===== config.mk =====
export PLATFORM = sky130hd
export DESIGN_NAME = ps2_key_tracker
export DESIGN_NICKNAME = d
export VERILOG_FILES = /design/src/rtl/ps2_key_tracker.sv
export SDC_FILE = /design/constraint.sdc
export NUM_CORES = 1
export LEC_CHECK = 0
export ABC_AREA = 1
export CORE_ASPECT_RATIO = 1.1
export CORE_MARGIN = 2
export CORE_UTILIZATION = 40
export CTS_BUF_LIST = sky130_fd_sc_hd__clkbuf_4 sky130_fd_sc_hd__clkbuf_8 sky130_fd_sc_hd__clkbuf_16
export CTS_CLUSTER_DIAMETER = 100
export DETAILED_ROUTE_END_ITERATION = 8
export SLEW_MARGIN = 20
export SYNTH_ARGS = -nofsm -noshare
export SYNTH_HDL_FRONTEND = slang
export SYNTH_SLANG_ARGS = --single-unit

===== constraint.sdc =====
create_clock -name clock -period 2.71 [get_ports clock]
set_input_delay 0.271 -clock clock [delete_from_list [all_inputs] [get_ports clock]]
set_output_delay 0.271 -clock clock [all_outputs]
set_load 0.01 [all_outputs]

===== src/rtl/ps2_key_tracker.sv =====
// rtl/ps2_key_tracker.sv - PS/2 keyboard receiver with make/break decoding for A, D and Space
// Produces held levels and single-cycle press pulses for the game control logic.
module ps2_key_tracker #(
    parameter int          TIMEOUT   = 50000,
    parameter logic [7:0]  KEY_A     = 8'h1C,
    parameter logic [7:0]  KEY_D     = 8'h23,
    parameter logic [7:0]  KEY_SPACE = 8'h29
) (
    input  logic       clock,
    input  logic       reset,
    input  logic       ps2_clk,
    input  logic       ps2_dat,
    output logic [7:0] scan_code,
    output logic       scan_valid,
    output logic       frame_error,
    output logic       keyboardAPressed,
    output logic       keyboardDPressed,
    output logic       keyboardSpacePressed,
    output logic       aPress,
    output logic       dPress,
    output logic       spacePress
);

    localparam int IW = $clog2(TIMEOUT + 1);

    typedef enum logic [1:0] {
        IDLE,
        BREAK,
        EXT,
        EXT_BREAK
    } dec_state_t;

    logic [1:0]    clk_sync;
    logic [1:0]    dat_sync;
    logic          clk_prev;
    logic          fall;
    logic [3:0]    bit_cnt;
    logic [9:0]    shift;
    logic [10:0]   frame;
    logic          frame_ok;
    logic [IW-1:0] idle_cnt;
    dec_state_t    state;

    assign fall  = clk_prev & ~clk_sync[1];
    // shift[0] holds the start bit, shift[9] the parity bit; the stop bit is the live sample
    assign frame    = {dat_sync[1], shift};
    assign frame_ok = ~frame[0] & frame[10] & (^frame[9:1]);

    always_ff @(posedge clock or negedge reset) begin
        if (!reset) begin
            clk_sync    <= 2'b11;
            dat_sync    <= 2'b11;
            clk_prev    <= 1'b1;
            bit_cnt     <= 4'd0;
            shift       <= 10'd0;
            idle_cnt    <= '0;
            scan_code   <= 8'h00;
            scan_valid  <= 1'b0;
            frame_error <= 1'b0;
        end else begin
            clk_sync    <= {clk_sync[0], ps2_clk};
            dat_sync    <= {dat_sync[0], ps2_dat};
            clk_prev    <= clk_sync[1];
            scan_valid  <= 1'b0;
            frame_error <= 1'b0;
            if (fall) begin
                idle_cnt <= '0;
                if (bit_cnt == 4'd10) begin
                    bit_cnt <= 4'd0;
                    if (frame_ok) begin
                        scan_code  <= frame[8:1];
                        scan_valid <= 1'b1;
                    end else begin
                        frame_error <= 1'b1;
                    end
                end else begin
                    shift   <= {dat_sync[1], shift[9:1]};
                    bit_cnt <= bit_cnt + 4'd1;
                end
            end else if (idle_cnt != IW'(TIMEOUT)) begin
                idle_cnt <= idle_cnt + IW'(1);
                if (idle_cnt == IW'(TIMEOUT - 1) && bit_cnt != 4'd0) begin
                    bit_cnt     <= 4'd0;
                    frame_error <= 1'b1;
                end
            end
        end
    end

    always_ff @(posedge clock or negedge reset) begin
        if (!reset) begin
            state                <= IDLE;
            keyboardAPressed     <= 1'b0;
            keyboardDPressed     <= 1'b0;
            keyboardSpacePressed <= 1'b0;
            aPress               <= 1'b0;
            dPress               <= 1'b0;
            spacePress           <= 1'b0;
        end else begin
            aPress     <= 1'b0;
            dPress     <= 1'b0;
            spacePress <= 1'b0;
            if (frame_error) begin
                state <= IDLE;
            end else if (scan_valid) begin
                case (state)
                    IDLE: begin
                        state <= IDLE;
                        if (scan_code == 8'hF0) begin
                            state <= BREAK;
                        end else if (scan_code == 8'hE0) begin
                            state <= EXT;
                        end else if (scan_code == KEY_A) begin
                            keyboardAPressed <= 1'b1;
                            aPress           <= ~keyboardAPressed;
                        end else if (scan_code == KEY_D) begin
                            keyboardDPressed <= 1'b1;
                            dPress           <= ~keyboardDPressed;
                        end else if (scan_code == KEY_SPACE) begin
                            keyboardSpacePressed <= 1'b1;
                            spacePress           <= ~keyboardSpacePressed;
                        end
                    end
                    BREAK: begin
                        if (scan_code == KEY_A)     keyboardAPressed     <= 1'b0;
                        if (scan_code == KEY_D)     keyboardDPressed     <= 1'b0;
                        if (scan_code == KEY_SPACE) keyboardSpacePressed <= 1'b0;
                        state <= IDLE;
                    end
                    // Extended (E0-prefixed) codes are consumed without touching key state
                    EXT:       state <= (scan_code == 8'hF0) ? EXT_BREAK : IDLE;
                    EXT_BREAK: state <= IDLE;
                    default:   state <= IDLE;
                endcase
            end
        end
    end

endmodule


==> impl_summary.txt <==
----------------------------------------------------
[Outcome]
  Status ... complete, no violations

[Placement]
  RePlAce Congestion ... roughly 0.8
  Pre-CTS setup slack ... around 0.74 ns
  Number of placed instances with taps included ... approximately 420
  Number of port buffers ... 19
  Half-perimeter wire length of the detailed placement result ... ~3500 um

[Drt]
  Total via count after detailed routing ... between 2000 and 2500
  DRC violations left ... 0
  Topmost layer with routed signal wires ... met4
  Routed wire length ... 4870 um
  Post-detailed-route via-to-cell ratio ... about 4.8
  Met3 routed WL ... around 130 um
  Routed metal-1 wirelength ... roughly 2500 um
  Count of routing violations after the opening detailed-route iteration ... 120
  Number of search-and-repair iterations in the first detailed-routing pass ... 4
  ANT nets after route ... 0
  Average wire per cell in the routed design ... ~11 um
  Detail Route met2 WL ... 2190 um

[Timing]
  Achievable frequency ... 510 MHz
  Worst slew pin tran ... 0.588 ns
  Period utilization ... 72.3%
  Rel. slew slack ... 60.7%
  Worst-case clock skew ... 0.00684 ns
  RSZ-0062 raised after global routing ... false
  Setup TNS after final layout ... 0 ns
  Number of max-slew violations in the final report ... 0
  Clock period minus final worst setup slack ... between 1.5 and 2 ns
  Setup violation total in the final timing report ... 0
  Post-route worst setup slack ... roughly 0.75 ns
  Hold Violations, Final ... 0

[Pwr]
  Reported leakage power ... 1.47 nW
  Switching power total ... about 0.00067 W
  Power density of the placed cells ... 644 mW/mm^2
  Clock network fraction of design power ... between 20% and 30%
  Logic gate share of total power ... 24.7%
  Flop pwr share ... around half
  Max rail drop VDD ... 0.312 mV
  Internal power summed over all cells ... between 0.001 and 0.0015 W
  Net Sw Frac ... 34.3%

[Worst setup path]
  Biggest cell delay along the critical path ... roughly 0.52 ns
  Number of cells on the worst reg-to-reg path ... 7
  Slack of the worst reg-to-reg path ... approximately 0.75 ns
  Critical-path top delay cell ... sky130_fd_sc_hd__dfstp_2
  Worst Setup Start Kind ... flop
  Worst endpoint data arrival time ... about 2.2 ns
  Worst reg2reg path endpoint ... scan_code[6]
  Element type at the critical path end ... flop
  CP max FO ... 12
  Critical path type ... flop to flop
  Critical-path cell list ... inv_1 -> nor2_1 -> inv_1 -> nor2_2 -> nand3_4 -> nand2_1 -> nand2_1
  Req. time, crit path ... ~2.9 ns
  Critical register-to-register path startpoint ... clk_prev

[Floorplanning]
  Die W ... 81.1 um
  Die H ... ~89 um
  # IOs ... 20
  Number of cell rows ... 30
  Floorplan core area ... 0.00627 sq mm
  Starting Density ... 41.8%
  Area of the die ... approximately 0.0072 sq mm

[Synth]
  Number of enable flip-flop cells after synthesis ... 0
  Number of standard cells after synthesis ... 322
  Most common library cells after synthesis ... sky130_fd_sc_hd__nand2_1 (77), sky130_fd_sc_hd__dfrtp_1 (48), sky130_fd_sc_hd__inv_1 (48)
  Leading cell type by number of instances after synthesis ... sky130_fd_sc_hd__nand2_1
  Synthesis warning total ... 0
  Biggest area contributors in the synthesized netlist ... sky130_fd_sc_hd__dfrtp_1 (46%), sky130_fd_sc_hd__nand2_1 (11%), sky130_fd_sc_hd__inv_1 (6.9%)
  Largest area contributor in the synthesized netlist ... sky130_fd_sc_hd__dfrtp_1
  Fraction of synthesized cell area taken by the top area cell type ... 45.9%
  Sequential element share of the synthesized area ... between 50% and 60%
  Mean area per synthesized cell ... 8.13 sq um
  Fraction of registers with async set or reset after synthesis ... 100%
  #FFs+latches synth ... 53
  Syn nets ... 331
  Cell area after synthesis ... 0.00262 sq mm
  Commonest register cell after synthesis ... sky130_fd_sc_hd__dfrtp_1
  Number of distinct library cells after synthesis ... 32

[GRT]
  Via count of the first global-routing pass ... approximately 2000
  Largest net degree at the start of global routing ... 54
  Global route overflow ... 0
  Global-route wire length before repair ... 8850 um
  Gr usage total ... 15.7%
  Number of antenna violations at the first check in global routing ... 0

[Min path]
  Worst hold path class ... flop to flop
  Hold Path Stages ... 0
  Worst-case hold path end point ... clk_sync[1]
  Startpoint of the most critical hold path ... clk_sync[0]

[Final layout]
  P&R area growth vs syn ... 15.4%
  Ant. Diodes ... 0
  Fraction of final layout cells sized beyond drive strength 1 ... under 10%
  Count of non-filler cells in the finished layout ... 428
  NumNets Final ... around 360
  Register cell area after layout ... 0.00133 sq mm
  Area used by multi-input combinational logic ... 0.00108 sq mm
  Number of filler cells placed in the layout ... ~600

[CTS]
  Clock transition at the register clock pins on the worst setup and hold paths after CTS ... 0.09 ns
  Post-CTS resize count ... 0
  Number of buffers inserted by post-CTS setup repair ... 0
  # clock sinks ... 53
  Worst skew pair latency ... between 0.3 and 0.4 ns
  Max clock buf depth ... 2
  CTS tree ... built
  Maximum level of the CTS H-tree ... 2
  Cts bufs inserted ... 5
  Clk Tree Root Cell ... sky130_fd_sc_hd__clkbuf_8

[Job]
  Reported max-cap violation count ... 0

----------------------------------------------------
==> cells by family after synthesis <==
family	after synthesis	share of synthesized area (%)
and+or+nand+nor	162	28.8
adders and majority gates	5	2.39
AOI/OAI and AO/OA	46	9.47
xor gates and xnor gates	2	0.669
DFF	53	50.9
buffers and inverters	54	7.79
==> state kept, by name, summed over array words and instances (netlist names) <==
signal and flops:
scan_valid 1, dPress 1, spacePress 1, idle_cnt 16, bit_cnt 4, shift 10, scan_code 8, dat_sync 2
keyboardDPressed 1, frame_error 1, aPress 1, clk_prev 1, clk_sync 2, state 2, keyboardAPressed 1, keyboardSpacePressed 1
==> metrics by stage <==
step	instance area [sq um]	util (%)	total power, W	hold slack (ns)
6_report	3020	48.2	0.00194	0.360
3_3_place_gp	2910	46.5	0.00148	0.288
5_1_grt	3020	48.2	0.00211	0.348
2_1_floorplan	2620	-	0.00136	-0.0246
4_1_cts	3020	48.2	0.00198	0.344
3_5_place_dp	2910	46.5	0.00149	0.290
==> how the worst max path moves through the flow <==
stage / start / slack, ns / endpoint / depth (start not counted)
after floorplan: bit_cnt[0] / 1.23 / scan_code[0] / 7
after global placement: clk_prev / 0.80 / scan_code[7] / 7
after detailed placement: clk_prev / 0.74 / scan_code[0] / 7
after CTS: clk_prev / 0.74 / scan_code[0] / 7
after global routing: clk_prev / 0.47 / scan_code[1] / 7
final: clk_prev / 0.75 / scan_code[6] / 7
==> power groups by stage <==
stage / clock network (W) / logic [W] / registers [W]
detailed placement: 0 / 0.000483 / 0.00101
global route: 0.000528 / 0.000565 / 0.00101
finish: 0.000468 / 0.000481 / 0.000995
CTS: 0.000495 / 0.000487 / 0.000994
global placement: 0 / 0.000475 / 0.00101
floorplan: 0 / 0.000380 / 0.000985
==> per-layer routing <==
layer  GRT usage, %  vias up
li1               -     1092
met1           21.5      923
met2           25.0       23
met3           3.37        5
met4           5.08        0
met5              0        -
==> critical path, delay by kind of cell, from the launching register on <==
| kind | cells | cell delay (ns) |
|---|---|---|
| and+or+nand+nor | 5 | 1.02 |
| DFF | 1 | 0.52 |
| buffers and inverters | 2 | 0.32 |
==> timing repair <==
item | CTS | global route
endpoints found under the setup margin | 0 | 0
hold buffers | 1 | 0
endpoints found under the hold margin | 48 | 0
==> layout make-up <==
class,instances,share of cell area [%]
clock buffers,6,2.73
clock inverters,2,0.456
inverters,50,6.21
multi-input cells,215,35.8
flip-flops and latches,53,44.1
well taps,80,3.31
repair buffers,22,7.37
==> cells in the final DEF (no fill, tap or decap), types with 2 or more instances in the layout <==
master,instances
sky130_fd_sc_hd__nor2_1,31
sky130_fd_sc_hd__o31ai_1,2
sky130_fd_sc_hd__inv_2,2
sky130_fd_sc_hd__xnor2_1,2
sky130_fd_sc_hd__a21oi_1,15
sky130_fd_sc_hd__dfrtp_1,48
sky130_fd_sc_hd__o21ai_0,23
sky130_fd_sc_hd__dfstp_2,5
sky130_fd_sc_hd__clkbuf_8,6
sky130_fd_sc_hd__nand3_1,15
sky130_fd_sc_hd__nand4_1,17
sky130_fd_sc_hd__clkdlybuf4s50_1,18
sky130_fd_sc_hd__nand2_1,77
sky130_fd_sc_hd__nand2_2,3
sky130_fd_sc_hd__nand3_2,2
sky130_fd_sc_hd__nor2_2,2
sky130_fd_sc_hd__inv_1,48
sky130_fd_sc_hd__nor3_1,8
sky130_fd_sc_hd__ha_1,5
Note: power is estimated with default switching activity, not from simulation.
